**config.mk**
```make
export PLATFORM = sky130hd
export DESIGN_NAME = pico_wait_mem
export DESIGN_NICKNAME = d
export VERILOG_FILES = /design/src/rtl/pico_wait_mem.sv
export SDC_FILE = /design/constraint.sdc
export NUM_CORES = 2
export LEC_CHECK = 0
export CAP_MARGIN = 20
export CORE_ASPECT_RATIO = 1.25
export CORE_UTILIZATION = 35
export DETAILED_ROUTE_END_ITERATION = 7
export SLEW_MARGIN = 20
export SYNTH_ARGS = -nofsm -noshare
export SYNTH_HDL_FRONTEND = slang
export SYNTH_SLANG_ARGS = --single-unit
```
**constraint.sdc**
```tcl
create_clock -name clk -period 91.3 [get_ports clk]
set_clock_uncertainty 0.05 [all_clocks]
set_input_delay 18.26 -clock clk [delete_from_list [all_inputs] [get_ports clk]]
set_output_delay 18.26 -clock clk [all_outputs]
set_load 0.02 [all_outputs]
```
**src/rtl/pico_wait_mem.sv**
```systemverilog
// Word-addressed RAM slave for a PicoRV32-style native memory bus with a
// fixed number of wait states per access and a boot image loaded on reset.
module pico_wait_mem #(
  parameter int DEPTH       = 64,
  parameter int WAIT_STATES = 2
) (
  input  logic        clk,
  input  logic        reset,
  input  logic        mem_valid,
  input  logic        mem_instr,
  input  logic [31:0] mem_addr,
  input  logic [31:0] mem_wdata,
  input  logic [3:0]  mem_wstrb,
  output logic        mem_ready,
  output logic [31:0] mem_rdata,
  output logic        mem_fault,
  output logic [31:0] instr_count
);

  localparam int AW = $clog2(DEPTH);

  typedef enum logic [1:0] {
    IDLE,
    WAIT,
    RESP
  } state_t;

  state_t      state_q, state_d;
  logic [3:0]  cnt_q, cnt_d;

  logic [29:0] waddr_q;
  logic [31:0] wdata_q;
  logic [3:0]  wstrb_q;
  logic        instr_q;

  logic        ready_q;
  logic [31:0] rdata_q;
  logic        fault_q;
  logic [31:0] icount_q;

  logic [31:0] mem_q [DEPTH];

  logic        accept;
  logic        enter_resp;
  logic [29:0] txn_waddr;
  logic [31:0] txn_wdata;
  logic [3:0]  txn_wstrb;
  logic        txn_instr;
  logic        txn_in_range;
  logic [AW-1:0] txn_idx;
  logic        in_range_q;
  logic [AW-1:0] idx_q;
  logic        unused_addr_lsbs;

  function automatic logic [31:0] boot_word(input int i);
    if (i < 31) begin
      return 32'((i + 1) << 7) | 32'h0000_0013;
    end else if (i == 31) begin
      return 32'h0000_006F;
    end
    return 32'h0;
  endfunction

  function automatic logic word_in_range(input logic [29:0] wa);
    return (wa >> AW) == 30'd0;
  endfunction

  assign unused_addr_lsbs = ^mem_addr[1:0];

  assign accept     = (state_q == IDLE) && mem_valid;
  assign enter_resp = (state_d == RESP) && (state_q != RESP);

  // With zero wait states RESP is entered on the accept edge itself, so the
  // transaction fields come straight from the bus instead of the latches.
  assign txn_waddr    = (state_q == IDLE) ? mem_addr[31:2] : waddr_q;
  assign txn_wdata    = (state_q == IDLE) ? mem_wdata      : wdata_q;
  assign txn_wstrb    = (state_q == IDLE) ? mem_wstrb      : wstrb_q;
  assign txn_instr    = (state_q == IDLE) ? mem_instr      : instr_q;
  assign txn_in_range = word_in_range(txn_waddr);
  assign txn_idx      = txn_waddr[AW-1:0];

  assign in_range_q = word_in_range(waddr_q);
  assign idx_q      = waddr_q[AW-1:0];

  always_comb begin
    state_d = state_q;
    cnt_d   = cnt_q;
    case (state_q)
      IDLE: begin
        if (mem_valid) begin
          cnt_d   = 4'(WAIT_STATES);
          state_d = (WAIT_STATES == 0) ? RESP : WAIT;
        end
      end
      WAIT: begin
        cnt_d = cnt_q - 4'd1;
        if (cnt_q <= 4'd1) begin
          state_d = RESP;
        end
      end
      RESP: begin
        state_d = IDLE;
      end
      default: begin
        state_d = IDLE;
      end
    endcase
  end

  always_ff @(posedge clk or posedge reset) begin
    if (reset) begin
      state_q <= IDLE;
      cnt_q   <= 4'd0;
    end else begin
      state_q <= state_d;
      cnt_q   <= cnt_d;
    end
  end

  always_ff @(posedge clk) begin
    if (accept) begin
      waddr_q <= mem_addr[31:2];
      wdata_q <= mem_wdata;
      wstrb_q <= mem_wstrb;
      instr_q <= mem_instr;
    end
  end

  always_ff @(posedge clk or posedge reset) begin
    if (reset) begin
      for (int i = 0; i < DEPTH; i++) begin
        mem_q[i] <= boot_word(i);
      end
    end else if (enter_resp && txn_in_range && (txn_wstrb != 4'b0000)) begin
      for (int b = 0; b < 4; b++) begin
        if (txn_wstrb[b]) begin
          mem_q[txn_idx][8*b +: 8] <= txn_wdata[8*b +: 8];
        end
      end
    end
  end

  // The response is registered on the edge leaving RESP, so the pulse lands
  // WAIT_STATES+1 edges after the accept edge and has no input-to-output path.
  always_ff @(posedge clk or posedge reset) begin
    if (reset) begin
      ready_q <= 1'b0;
      rdata_q <= 32'h0;
      fault_q <= 1'b0;
    end else begin
      ready_q <= (state_q == RESP);
      fault_q <= (state_q == RESP) && !in_range_q;
      rdata_q <= ((state_q == RESP) && in_range_q && (wstrb_q == 4'b0000))
                 ? mem_q[idx_q] : 32'h0;
    end
  end

  always_ff @(posedge clk or posedge reset) begin
    if (reset) begin
      icount_q <= 32'h0;
    end else if (enter_resp && txn_instr && (txn_wstrb == 4'b0000)
                 && (icount_q != 32'hFFFF_FFFF)) begin
      icount_q <= icount_q + 32'd1;
    end
  end

  assign mem_ready   = ready_q;
  assign mem_rdata   = rdata_q;
  assign mem_fault   = fault_q;
  assign instr_count = icount_q;

endmodule

```
# Word-level counts from Yosys, hierarchy flattened
# Cells that the tools add are included.
dict set report word_totals {
  regBits 2187
  inputBits 72
  output_inout_bits 66
  wordCells 140
}
dict set report op_classes {
  n_addsub 2
  magnitude_cmp 4
  n_eq_ne 6
  mux 32
  n_bitwise 2
  n_reduce_logical 20
}
# cell n
set op_table {}
lappend op_table {{2048-bit two-way mux} 7}
lappend op_table {{2048-bit bitwise mux} 4}
lappend op_table {{32-bit demux with 6-bit select} 4}
lappend op_table {{32-bit binary-select mux with 6-bit select} 1}
lappend op_table {{32-bit two-way mux} 5}
lappend op_table {{30-bit logical NOT} 2}
lappend op_table {{32-bit by 1-bit adder with 32-bit output, second input constant} 1}
lappend op_table {{32-bit != test, second input constant} 1}
lappend op_table {{30-bit two-way mux} 1}
lappend op_table {{24-bit two-way mux} 1}
lappend op_table {{16-bit two-way mux} 1}
lappend op_table {{7-bit greater-or-equal comparator, second input constant} 2}
lappend op_table {{6-bit inverter with 7-bit output} 2}
lappend op_table {{1-bit logical AND} 11}
lappend op_table {{4-bit logical NOT} 2}
lappend op_table {{4-bit two-way mux} 2}
lappend op_table {{8-bit two-way mux} 1}
lappend op_table {{4-bit one-hot mux with 2 select lines} 1}
lappend op_table {{7-bit by 1-bit less-than comparator with 1-bit output, second input constant} 1}
lappend op_table {{2-bit == test, second input constant} 2}
lappend op_table {{4-bit by 1-bit <= comparator with 1-bit output, second input constant} 1}
lappend op_table {{2-bit two-way mux} 2}
lappend op_table {{2-bit != test, second input constant} 2}
lappend op_table {{2-bit one-hot mux with 2 select lines} 1}
lappend op_table {{8 further kinds} 8}

# Logic depth before layout (Yosys ltp)
dict set report depth {
  word_depth 18
  mapped_depth 12
  ltp_nobuf 8
}

# Worst setup path before layout
# No wires, ideal clock.
dict set report synth_path {
  path_type {in2reg}
  startpoint {input mem_valid}
  endpoint {register instr_q (enable)}
  setup_time_ns 0.432
  arrival_ns 19.833
  required_time_ns 90.818
  slack_ns 70.985
  path_stages 1
  path_buffers 0
  cell_sequence {and2_1}
}
dict set report synth_between {
  elab_chain_cells 1
}
# item line
set synth_rtl {}
lappend synth_rtl {{start, declared} 9} ;# input logic mem_valid,
lappend synth_rtl {{1-bit logical AND} 70} ;# assign accept = (state_q == IDLE) && mem_valid;
lappend synth_rtl {{end signal, assigned} 125} ;# instr_q <= mem_instr;
lappend synth_rtl {{end, declared} 34} ;# logic instr_q;
# Every way passes these cells.
# A chain may end at the register's enable or synchronous reset.

==> impl_metrics.py <==
metrics = {
    "logic_synthesis": {
        "synthesis.nets": 7726,
        "synth_area_um2": 100200,
        "most_common_flop_cell_mapped_by_yosys": "dfrtp_1",
        "synth_async_sr_flop_share_pct": 96.94,
        "synth_sequential_area_ratio_pct": 55.17,
        "avgSynthCellArea_um2": 13.10,
        "synthCells": 7651,
        "ys_types": 84,
        "synth_warnings": 0,
        "synth_edf_count": 67,
        "synth.ff_latch_count": 2187,
    },
    "cells_and_area": {
        "mostFrequentLayoutCells": "dfrtp_1 (1941), o21ai_0 (1787), mux2_2 (1124), mux4_2 (501), clkbuf_16 (225)",
        "fin_nets": 7606,
        "multi_input_logic_area_um2": 42660,
        "postLayoutCellArea_um2": 112800,
        "ff_latch_area_um2": 55290,
        "drive_gt1_share_pct": 32.98,
        "layout.filler_cells": 26310,
        "synthToLayoutAreaGrowth_pct": 12.54,
        "final_common_cell": "dfrtp_1",
    },
    "clock_tree": {
        "cts-root-to-sink-buffers": 4,
        "clock-root-buffer": "clkbuf_16",
        "clkSinkCount": 2187,
        "clock_latency_reported_for_the_late_side_of_the_worst_skew_pair_ns": 0.92,
        "number_of_buffers_inserted_to_repair_setup_after_cts": 0,
        "postCtsResizedCells": 0,
        "clock_tree_from_tritoncts": "yes",
        "htree_levels": 4,
        "numCtsBuffers": 220,
        "clk_pin_slew_ns": 0.06,
        "holdBufCountCts": 0,
    },
    "place": {
        "port-buffer-count": 135,
        "placement.cell_area_um2": 105400,
        "gpl_congestion": 0.9096,
        "place.detailed.hpwl_mm": 218.1,
    },
    "global_routing": {
        "largest_net_degree_at_the_start_of_global_routing": 294,
        "grt_remaining_overflow": 0,
        "global_route_wire_length_before_repair_mm": 501.5,
        "grt_util_all_layers_pct": 23.54,
        "antenna_found_initial": 17,
        "grt_pass1_vias": 70320,
    },
    "timing": {
        "timing.slew.headroom_pct": 15.01,
        "finalWorstPathRequiredPeriod_ns": 22.27,
        "maxClockFrequency_mhz": 44.91,
        "timing_worst_slew_pin_value_ns": 1.268,
        "final_worst_path_cycle_share_pct": 24.39,
        "number_of_setup_violations_in_the_final_report": 0,
        "finalHoldViolCount": 0,
        "fin_setup_tns_ns": 0,
        "grt_setup_unrepaired": "no",
        "holdWs_ns": 0.4387,
        "finalMaxSlewViolations": 0,
    },
    "detailed_routing": {
        "wire_per_inst_um": 29.82,
        "drt-vias-per-instance": 6.074,
        "num_vias": 69670,
        "number_of_nets_with_antenna_violations_after_detailed_routing": 0,
        "wl_mm": 342.1,
        "remaining_drc_errors": 0,
        "initialDrtViolationCount": 8219,
        "drt_pre_antenna_iters": 6,
    },
    "floorplanning": {
        "die_area_um2": 288500,
        "floorplan.core_area_um2": 284700,
        "die_height_um": 600.2,
        "ioPinCount": 138,
        "floorplan.initialDensity_pct": 35.20,
        "fp-row-count": 219,
        "die_w_um": 480.6,
    },
    "power_and_ir_drop": {
        "cellPowerDensity_nw_per_um2": 21.57,
        "total_leakage_power_uw": 0.04836,
        "power.ir.vdd_worst_mv": 0.02476,
    },
    "setup_path": {
        "worst_r2r_start": "state_q[0]$_DFF_PP0_",
        "worstReg2RegEnd": "mem_q[752]$_DFFE_PP0P_",
        "crit_path_start": "reset",
        "r2r_cells": 7,
        "crit_path_start_kind": "input port",
        "critPathRequiredTime_ns": 92.19,
        "worst_setup_path_endpoint": "mem_q[114]$_DFFE_PP0P_",
        "cp_data_arrival_time_ns": 23.15,
        "crit_path_end_kind": "async pin",
        "worst-path-max-fanout": 167,
        "reg2reg_setup_slack_ns": 85.90,
        "timing_worst_setup_path_type": "input port to async pin",
    },
    "run_status": {
        "run_status": "finished, final reports clean",
    },
    "job": {
        "cap_violations": 0,
    },
    "min_path": {
        "worst_hold_path_type": "flip-flop to flip-flop",
    },
}
-- logic make-up after synthesis --
kind of cell,share of synthesized area [%]
flip-flops,55.17
AO/OA/AOI/OAI,11.32
multiplexers,25.62
AND/OR/NAND/NOR,4.788
buffers and inverters,2.796
XOR/XNOR,0.2709
adder cells (fa/ha/maj),0.03746
-- routing by layer --
metal  part of all wire (%)  global-route usage, %  up-vias
li1                       -                      -    28470
met1                     38                  29.69    37030
met2                     46                  36.55     3358
met3                    8.2                  4.976      808
met4                    7.7                  15.56        4
met5                 0.0053                      0        -
-- cell type report --
class	instances	share of cell area (%)
sequential	2187	49.02
multi-input combinational	4811	37.82
clock buffer	333	5.858
tap	3757	4.168
timing repair buffer	297	2.419
clock inverter	63	0.6335
inverter	14	0.05547
antenna	9	0.01997
-- power breakdown --
group          leakage [µW]  switching [µW]  internal, µW
logic                0.0161             405           102
registers            0.0287            8.46           985
clock network       0.00361             394           537
total                0.0484             808          1620
-- synthesized netlist by cell type (10+ instances only) --
cell	n	area [µm²]
and2_1	10	62.56
o22ai_1	29	181.4
dfstp_2	179	4703
o21ai_1	91	455.4
mux2_1	14	157.7
a221o_1	10	100.1
a31oi_1	12	75.07
mux2_2	1124	12660
buf_6	11	123.9
mux2i_1	157	1572
nand4_1	82	513.0
a21oi_1	38	190.2
nand2_2	26	162.7
clkbuf_1	442	1659
nand2_4	30	337.8
dfrtp_1	1941	48570
buf_2	97	485.5
nor2_2	33	206.5
edfxtp_1	67	2012
o31ai_1	10	75.07
a22oi_1	51	382.9
nor3_1	58	290.3
nand3_1	171	855.8
nand2_1	240	900.9
nor2b_1	17	106.4
o21ai_0	1788	8949
mux4_2	501	11280
nand2b_1	19	118.9
nor3_2	23	230.2
buf_4	39	292.8
nor3_4	12	195.2
buf_1	50	187.7
inv_1	11	41.29
nor4_1	33	206.5
xor2_1	24	210.2
a221oi_1	35	306.5
nor2_1	43	161.4
-- registers in the layout (all words and copies together) (netlist names) --
| name | flops |
|---|---|
| mem_q | 2048 |
| instr_count | 32 |
| mem_rdata | 32 |
| wdata_q | 32 |
| waddr_q | 30 |
| cnt_q | 4 |
| wstrb_q | 4 |
| state_q | 2 |
| instr_q | 1 |
| mem_fault | 1 |
| mem_ready | 1 |
-- metrics by stage --
step	instances	util [%]	total power, µW	setup WS, ns
floorplan	7651	-	1291	13.40
global placement	11060	37.00	1500	67.78
detailed placement	11070	37.01	1509	67.54
CTS	11460	39.59	2436	68.49
global route	11460	39.61	2498	68.28
finish	11470	39.61	2433	69.03
-- worst min-delay path by stage --
stage,startpoint,to,slack [ns],depth (start not counted)
floorplan,mem_q[1840]$_DFFE_PP0P_,mem_q[1840]$_DFFE_PP0P_,0.41,1
global placement,mem_q[1845]$_DFFE_PP0P_,mem_q[1845]$_DFFE_PP0P_,0.42,1
detailed placement,mem_q[1842]$_DFFE_PP0P_,mem_q[1842]$_DFFE_PP0P_,0.43,1
CTS,mem_q[1842]$_DFFE_PP0P_,mem_q[1842]$_DFFE_PP0P_,0.44,1
global route,mem_q[1842]$_DFFE_PP0P_,mem_q[1842]$_DFFE_PP0P_,0.46,1
finish,mem_q[1845]$_DFFE_PP0P_,mem_q[1845]$_DFFE_PP0P_,0.44,1
-- critical path, stage by stage --
cell and delay [ns]:
clkdlybuf4s50_1 0.49, inv_8 0.53, buf_4 0.72, buf_12 0.68
buf_4 0.76, buf_4 0.70, buf_6 0.66
Note: power is estimated with default switching activity, not from simulation.
